**src/rtl/fp_pkg.sv**
```systemverilog
// Shared types and helpers for the iterative floating-point multiplier.
//   fp_class_e     : operand classification (subnormals are reported as zero)
//   state_e        : control FSM states
//   FLAG_*         : bit positions inside the 4-bit flags word
//   fp_bias        : exponent bias for a given exponent width
//   fp_canon_qnan  : canonical quiet NaN bit pattern (zero-extended to 64 bits)
package fp_pkg;

    typedef enum logic [2:0] {
        ClsZero,
        ClsNormal,
        ClsInf,
        ClsQnan,
        ClsSnan
    } fp_class_e;

    typedef enum logic [1:0] {
        StIdle,
        StMul,
        StRound,
        StOut
    } state_e;

    localparam int unsigned FLAG_INVALID   = 3;
    localparam int unsigned FLAG_OVERFLOW  = 2;
    localparam int unsigned FLAG_UNDERFLOW = 1;
    localparam int unsigned FLAG_INEXACT   = 0;

    function automatic int unsigned fp_bias(input int unsigned exp_w);
        return (32'd1 << (exp_w - 32'd1)) - 32'd1;
    endfunction

    // sign 0, exponent all ones, mantissa MSB set, remaining bits clear
    function automatic logic [63:0] fp_canon_qnan(input int unsigned exp_w,
                                                  input int unsigned man_w);
        return (((64'd1 << exp_w) - 64'd1) << man_w) | (64'd1 << (man_w - 32'd1));
    endfunction

endpackage

```
**src/rtl/fp_classify.sv**
```systemverilog
// Combinational operand unpacker.
//   word_i : packed operand {sign, exp, man}
//   sign_o : sign bit
//   exp_o  : biased exponent field
//   sig_o  : significand with the hidden 1 prepended
//   cls_o  : operand class; subnormals are flushed to ClsZero
module fp_classify
    import fp_pkg::*;
#(
    parameter int unsigned EXP_W = 5,
    parameter int unsigned MAN_W = 10
) (
    input  logic [EXP_W+MAN_W:0] word_i,
    output logic                 sign_o,
    output logic [EXP_W-1:0]     exp_o,
    output logic [MAN_W:0]       sig_o,
    output fp_class_e            cls_o
);

    logic [EXP_W-1:0] exp_f;
    logic [MAN_W-1:0] man_f;

    always_comb begin
        exp_f  = word_i[EXP_W+MAN_W-1:MAN_W];
        man_f  = word_i[MAN_W-1:0];
        sign_o = word_i[EXP_W+MAN_W];
        exp_o  = exp_f;
        sig_o  = {1'b1, man_f};
        if (exp_f == '0) begin
            cls_o = ClsZero;
        end else if (&exp_f) begin
            if (man_f == '0) begin
                cls_o = ClsInf;
            end else if (man_f[MAN_W-1]) begin
                cls_o = ClsQnan;
            end else begin
                cls_o = ClsSnan;
            end
        end else begin
            cls_o = ClsNormal;
        end
    end

endmodule

```
**src/rtl/fp_mul_iter.sv**
```systemverilog
// Sequential IEEE-754-style multiplier, one significand bit per cycle.
//   clk, rst_n           : clock and asynchronous active-low reset
//   in_valid / in_ready  : operand handshake (ready only while idle)
//   a, b                 : operands {sign, exp, man}
//   out_valid / out_ready: result handshake; result and flags held until taken
//   result               : rounded (nearest-even) product
//   flags                : {invalid, overflow, underflow, inexact}
module fp_mul_iter
    import fp_pkg::*;
#(
    parameter int unsigned EXP_W = 5,
    parameter int unsigned MAN_W = 10
) (
    input  logic                 clk,
    input  logic                 rst_n,
    input  logic                 in_valid,
    output logic                 in_ready,
    input  logic [EXP_W+MAN_W:0] a,
    input  logic [EXP_W+MAN_W:0] b,
    output logic                 out_valid,
    input  logic                 out_ready,
    output logic [EXP_W+MAN_W:0] result,
    output logic [3:0]           flags
);

    localparam int unsigned W     = 1 + EXP_W + MAN_W;
    localparam int unsigned P     = 2 * MAN_W + 2;
    localparam int unsigned CNT_W = $clog2(MAN_W + 2);
    localparam int unsigned EW2   = EXP_W + 2;

    localparam logic [63:0]             QNAN64  = fp_canon_qnan(EXP_W, MAN_W);
    localparam logic [W-1:0]            QNAN_W  = QNAN64[W-1:0];
    localparam logic signed [EW2-1:0]   BIAS_S  = EW2'(fp_bias(EXP_W));
    localparam logic signed [EW2-1:0]   EXP_MAX = EW2'((2 ** EXP_W) - 1);

    state_e                  state_q, state_d;
    logic                    sign_q, sign_d;
    logic signed [EW2-1:0]   exp_q, exp_d;
    logic [MAN_W:0]          siga_q, siga_d;
    logic [MAN_W:0]          sigb_q, sigb_d;
    logic [P-1:0]            acc_q, acc_d;
    logic [CNT_W-1:0]        cnt_q, cnt_d;
    logic [W-1:0]            result_q, result_d;
    logic [3:0]              flags_q, flags_d;

    logic                    sa, sb;
    logic [EXP_W-1:0]        ea, eb;
    logic [MAN_W:0]          siga_in, sigb_in;
    fp_class_e               cla, clb;

    fp_classify #(.EXP_W(EXP_W), .MAN_W(MAN_W)) u_cls_a (
        .word_i (a),
        .sign_o (sa),
        .exp_o  (ea),
        .sig_o  (siga_in),
        .cls_o  (cla)
    );

    fp_classify #(.EXP_W(EXP_W), .MAN_W(MAN_W)) u_cls_b (
        .word_i (b),
        .sign_o (sb),
        .exp_o  (eb),
        .sig_o  (sigb_in),
        .cls_o  (clb)
    );

    logic accept;
    logic special;

    assign accept  = in_valid && in_ready;
    assign special = (cla != ClsNormal) || (clb != ClsNormal);

    // ---------------------------------------------------------------- state register
    always_ff @(posedge clk or negedge rst_n) begin
        if (!rst_n) begin
            state_q  <= StIdle;
            sign_q   <= 1'b0;
            exp_q    <= '0;
            siga_q   <= '0;
            sigb_q   <= '0;
            acc_q    <= '0;
            cnt_q    <= '0;
            result_q <= '0;
            flags_q  <= '0;
        end else begin
            state_q  <= state_d;
            sign_q   <= sign_d;
            exp_q    <= exp_d;
            siga_q   <= siga_d;
            sigb_q   <= sigb_d;
            acc_q    <= acc_d;
            cnt_q    <= cnt_d;
            result_q <= result_d;
            flags_q  <= flags_d;
        end
    end

    // ---------------------------------------------------------------- next state
    always_comb begin
        state_d = state_q;
        case (state_q)
            StIdle:  if (accept) state_d = special ? StOut : StMul;
            StMul:   if (cnt_q == CNT_W'(MAN_W)) state_d = StRound;
            StRound: state_d = StOut;
            StOut:   if (out_ready) state_d = StIdle;
            default: state_d = StIdle;
        endcase
    end

    // ---------------------------------------------------------------- special operands
    logic [W-1:0] spec_res;
    logic [3:0]   spec_flags;
    logic         s_xor;

    always_comb begin
        s_xor      = sa ^ sb;
        spec_flags = '0;
        if (cla == ClsQnan || cla == ClsSnan || clb == ClsQnan || clb == ClsSnan) begin
            spec_res                 = QNAN_W;
            spec_flags[FLAG_INVALID] = (cla == ClsSnan) || (clb == ClsSnan);
        end else if ((cla == ClsInf && clb == ClsZero) || (cla == ClsZero && clb == ClsInf)) begin
            spec_res                 = QNAN_W;
            spec_flags[FLAG_INVALID] = 1'b1;
        end else if (cla == ClsInf || clb == ClsInf) begin
            spec_res = {s_xor, {EXP_W{1'b1}}, {MAN_W{1'b0}}};
        end else begin
            spec_res = {s_xor, {(W - 1){1'b0}}};
        end
    end

    // ---------------------------------------------------------------- shift-add step
    // Adding into the upper half then shifting right keeps the partial product
    // aligned with sigB's weight; after MAN_W+1 steps acc holds the full product.
    logic [MAN_W+1:0] step_sum;
    logic [P-1:0]     acc_step;

    always_comb begin
        step_sum = {1'b0, acc_q[P-1:MAN_W+1]} + (sigb_q[0] ? {1'b0, siga_q} : '0);
        acc_step = {step_sum, acc_q[MAN_W:1]};
    end

    // ---------------------------------------------------------------- rounding
    logic                  msb, guard, sticky, inc, carry, inexact;
    logic [MAN_W-1:0]      kept_man, man_rnd;
    logic signed [EW2-1:0] e_fin;
    logic [W-1:0]          rnd_res;
    logic [3:0]            rnd_flags;

    always_comb begin
        msb = acc_q[P-1];
        // kept_man excludes the hidden bit, which is always 1 after normalisation
        if (msb) begin
            kept_man = acc_q[P-2:MAN_W+1];
            guard    = acc_q[MAN_W];
            sticky   = |acc_q[MAN_W-1:0];
        end else begin
            kept_man = acc_q[P-3:MAN_W];
            guard    = acc_q[MAN_W-1];
            sticky   = |acc_q[MAN_W-2:0];
        end
        inc     = guard && (sticky || kept_man[0]);
        carry   = inc && (&kept_man);
        man_rnd = kept_man + MAN_W'(inc);  // wraps to zero on carry-out
        inexact = guard || sticky;
        e_fin   = exp_q + $signed({{(EW2 - 1){1'b0}}, msb})
                        + $signed({{(EW2 - 1){1'b0}}, carry});

        rnd_flags = '0;
        if (e_fin >= EXP_MAX) begin
            rnd_res                  = {sign_q, {EXP_W{1'b1}}, {MAN_W{1'b0}}};
            rnd_flags[FLAG_OVERFLOW] = 1'b1;
            rnd_flags[FLAG_INEXACT]  = 1'b1;
        end else if (e_fin[EW2-1] || (e_fin == '0)) begin
            rnd_res                   = {sign_q, {(W - 1){1'b0}}};
            rnd_flags[FLAG_UNDERFLOW] = 1'b1;
            rnd_flags[FLAG_INEXACT]   = 1'b1;
        end else begin
            rnd_res                 = {sign_q, e_fin[EXP_W-1:0], man_rnd};
            rnd_flags[FLAG_INEXACT] = inexact;
        end
    end

    // ---------------------------------------------------------------- datapath next state
    always_comb begin
        sign_d   = sign_q;
        exp_d    = exp_q;
        siga_d   = siga_q;
        sigb_d   = sigb_q;
        acc_d    = acc_q;
        cnt_d    = cnt_q;
        result_d = result_q;
        flags_d  = flags_q;
        case (state_q)
            StIdle: begin
                if (accept) begin
                    flags_d = '0;
                    if (special) begin
                        result_d = spec_res;
                        flags_d  = spec_flags;
                    end else begin
                        sign_d = sa ^ sb;
                        exp_d  = $signed({2'b00, ea}) + $signed({2'b00, eb}) - BIAS_S;
                        siga_d = siga_in;
                        sigb_d = sigb_in;
                        acc_d  = '0;
                        cnt_d  = '0;
                    end
                end
            end
            StMul: begin
                acc_d  = acc_step;
                sigb_d = sigb_q >> 1;
                cnt_d  = cnt_q + CNT_W'(1);
            end
            StRound: begin
                result_d = rnd_res;
                flags_d  = rnd_flags;
            end
            default: ;
        endcase
    end

    // ---------------------------------------------------------------- outputs
    always_comb begin
        in_ready  = rst_n && (state_q == StIdle);
        out_valid = (state_q == StOut);
        result    = result_q;
        flags     = flags_q;
    end

endmodule

```
**config.mk**
```make
export PLATFORM = sky130hd
export DESIGN_NAME = fp_mul_iter
export DESIGN_NICKNAME = d
export VERILOG_FILES = /design/src/rtl/fp_pkg.sv /design/src/rtl/fp_classify.sv /design/src/rtl/fp_mul_iter.sv
export SDC_FILE = /design/constraint.sdc
export NUM_CORES = 1
export LEC_CHECK = 0
export CAP_MARGIN = 40
export CORE_ASPECT_RATIO = 1.2
export CORE_MARGIN = 2
export CORE_UTILIZATION = 58
export CTS_BUF_LIST = sky130_fd_sc_hd__clkbuf_8
export CTS_CLUSTER_DIAMETER = 150
export DETAILED_ROUTE_END_ITERATION = 7
export GPL_TIMING_DRIVEN = 1
export PLACE_DENSITY = 0.82
export SKIP_CTS_REPAIR_TIMING = 1
export SLEW_MARGIN = 20
export SYNTH_ARGS = -nofsm -noshare
export SYNTH_HDL_FRONTEND = slang
export SYNTH_SLANG_ARGS = --single-unit
```
**constraint.sdc**
```tcl
create_clock -name clk -period 3.9 [get_ports clk]
set_input_delay 0.78 -clock clk [delete_from_list [all_inputs] [get_ports clk]]
set_output_delay 0.78 -clock clk [all_outputs]
set_load 0.01 [all_outputs]
```
==> results of run 1 <==
through the flow:
| stage | cells | worst slack [ns] |
|---|---|---|
| 2_1_floorplan | 556 | 0.6587 |
| 3_3_place_gp | 685 | 0.5303 |
| 3_5_place_dp | 686 | 0.3655 |
| 4_1_cts | 702 | 0.3253 |
| 5_1_grt | 702 | 0.002246 |
| 6_report | 702 | 0.4166 |
registers in the layout, indices dropped and copies added (netlist names):
signal	flops
sign_q	1
exp_q	7
siga_q	11
result	16
flags	4
state_q	2
cnt_q	4
sigb_q	11
acc_q	22
layer usage:
layer	part of all wire [%]	vias up	routed length, um
met1	43	1966	4732
li1	-	2045	-
met3	4.2	24	468
met4	2.6	0	290
met2	50	102	5565
met5	0	-	0
worst max path at each step:
stage	depth (start not counted)	startpoint	slack, ns	endpoint
final	12	acc_q[21]	0.42	result[6]
after global routing	12	acc_q[17]	0.002	result[6]
after CTS	12	acc_q[21]	0.33	result[6]
after detailed placement	12	acc_q[21]	0.37	result[6]
after global placement	12	acc_q[21]	0.53	result[8]
after floorplan	13	acc_q[21]	0.66	result[6]
power by group through the flow:
stage / clock (W) / sequential, W / combinational, W
4_1_cts: 0.000644 / 0.00133 / 0.00155
3_3_place_gp: 0 / 0.00132 / 0.00147
5_1_grt: 0.000681 / 0.00137 / 0.00175
3_5_place_dp: 0 / 0.00134 / 0.00154
6_report: 0.000635 / 0.00134 / 0.00155
2_1_floorplan: 0 / 0.00127 / 0.00110
worst max-delay path, stage by stage (launching register included):
cell and delay, ns:
dfrtp_2 0.50, mux2i_1 0.17, nor4b_2 0.50, nand3_1 0.13, nor3_1 0.24, fa_1 0.25, ha_1 0.24, and3_1 0.21
nand3_1 0.10, xor2_1 0.22, and2_0 0.30, nand3_2 0.23, o31ai_1 0.29
cell usage after synthesis (4+ instances only):
master	number	area, um^2
o31ai_1	7	52.55
o21ai_1	7	35.03
o21a_1	5	37.54
mux2i_1	18	180.2
and3_1	4	25.02
a21oi_1	22	110.1
nand2_1	123	461.7
a211oi_1	7	52.55
nor2_1	18	67.56
and2_1	14	87.58
nand4_1	8	50.05
o21ai_0	55	275.3
ha_1	30	375.4
nor3_1	8	40.04
inv_1	15	56.30
nand2b_1	5	31.28
buf_2	8	40.04
clkbuf_1	20	75.07
nand3_1	13	65.06
xnor2_1	9	78.83
dfrtp_1	78	1952
a21o_1	5	37.54
xor2_1	12	105.1
nor4_1	8	50.05
cell type report:
type / instances / area, um^2
Clock inverter: 5 / 57.56
Multi-Input combinational cell: 432 / 2725
Inverter: 16 / 60.06
Timing Repair Buffer: 65 / 640.6
Sequential cell: 78 / 1953
Fill cell: 638 / 2401
Clock buffer: 11 / 151.4
Tap cell: 95 / 118.9
cell families after synthesis:
group	after synthesis
simple gates	222
mux	20
fa+ha+maj	33
flops	78
xor+xnor	21
compound gates	136
buf+inv	46
==> reports/metrics.yaml, run 1 <==
run_status:
  status: "complete, no violations"
cts:
  cts_tree: "yes"
  ctsHtreeMaxLevel: 3
  cts_sinks: 78
  clk_pin_slew_worst_paths_ns: 0.08
  root_buffer: "clkbuf_8"
  cts_buffers: 9
  clockBufferDepth: 2
  clock_latency_ns: 0.37
logic_synthesis:
  ys.warnings.count: 0
  synth_xor_area_share_pct: 3.789
  synth_compound_area_share_pct: 17.22
  synth-simple-area-share_pct: 21.88
  synth_edf_count: 0
  async_flop_share_pct: 100.0
  ys_ff_latch: 78
  avgSynthCellArea_um2: 8.731
  synth_fp_nets: 625
  synth-seq-area-share_pct: 40.21
  synth_fa_ha_area_share_pct: 8.969
  synth_top_family_by_area: "simple AND/OR/NAND/NOR gates"
  synth_cell_types: 62
  ys.flop_type: "dfrtp_1"
  muxShareOfSynthArea_pct: 4.175
  syn_inst: 556
  synth_area_um2: 4855
worst_setup_path:
  r2r_cells: 12
  rr_endpoint: "result[6]"
  arrival_ns: 3.76
  crit_path_max_fanout: 12
  cp-start-kind: "flop"
  crit_required_ns: 4.17
  end_kind: "flop"
  path_class: "flop to flop"
  r2r_slack_ns: 0.42
  r2r_start: "acc_q[21]"
sta:
  finalSetupViolCount: 0
  fmax_mhz: 287.1
  finalSetupTns_ns: 0
  slew_viol_final: 0
  rsz0062_at_grt: "false"
  relSlewSlack_pct: 51.33
  timing.final.crit_period_ns: 3.483
  skew_ns: 0.008966
  hold_viol: 0
  tightest_slew_ns: 0.7283
  min_period_over_period_pct: 89.32
  holdWs_ns: 0.2092
power_and_ir_drop:
  p_switching_w: 0.001459
  p_seq_share_pct: 38.0
  leakagePower_nw: 2.508
  p_comb_share_pct: 44.0
  clkPwrFrac_pct: 18.0
  p_int_w: 0.002062
  ir_drop_mv: 0.3085
  pwr_density_cell_nw_per_um2: 617.1
  p_total_w: 0.003522
  switching_share_pct: 41.44
global_route:
  grt.busiest_layer: "met2"
  met2_usage_pct: 43.78
  grt_pass1_vias: 4058
  grt_usage_pct: 26.07
  overflow: 0
  grt_pass1_wl_mm: 18.71
  use_met3_pct: 4.683
  use_met1_pct: 32.60
  antenna_found_initial: 0
  grt_max_degree: 66
cells_and_area:
  layout_common_cells: "123 x nand2_1, 77 x dfrtp_1, 56 x clkdlybuf4s50_1"
  syn_to_final_growth_pct: 17.55
  antenna_cells: 0
  final_util_pct: 70.39
  nNetsFinal: 671
  fin_area_um2: 5707
  drive_gt1_share_pct: 6.260
  final_common_cell: "nand2_1"
route:
  vias_per_cell: 5.893
  wire_per_inst_um: 15.75
  ant_nets: 0
  drc: 0
  firstDrtPassIters: 4
  postRouteWirelength_mm: 11.06
  vias: 4137
  dr.first_iter.drc_count: 252
floorplanning:
  die_h_um: 104.2
  io_pins: 58
  core_um2: 8108
  die_area_um2: 9121
  rows: 36
  die_x_um: 87.52
  start_util_pct: 59.88
placement:
  gp_congestion: 0.8671
  io_buffers: 57
  dp_hpwl_mm: 8.072
  placed_cell_area_um2: 5497
flow_run:
  cap_violations: 0
hold_path:
  hp-class: "primary input to asynchronous set/reset pin"
(Power assumes the default switching activity.)
==> run 2: changes to the inputs <==
ABC_CLOCK_PERIOD_IN_PS = 3900   (was not set)
SLEW_MARGIN = not set   (was 20)
==> results of run 2 <==
Same layout as run 1: the final DEF is identical, and so are final timing and power.
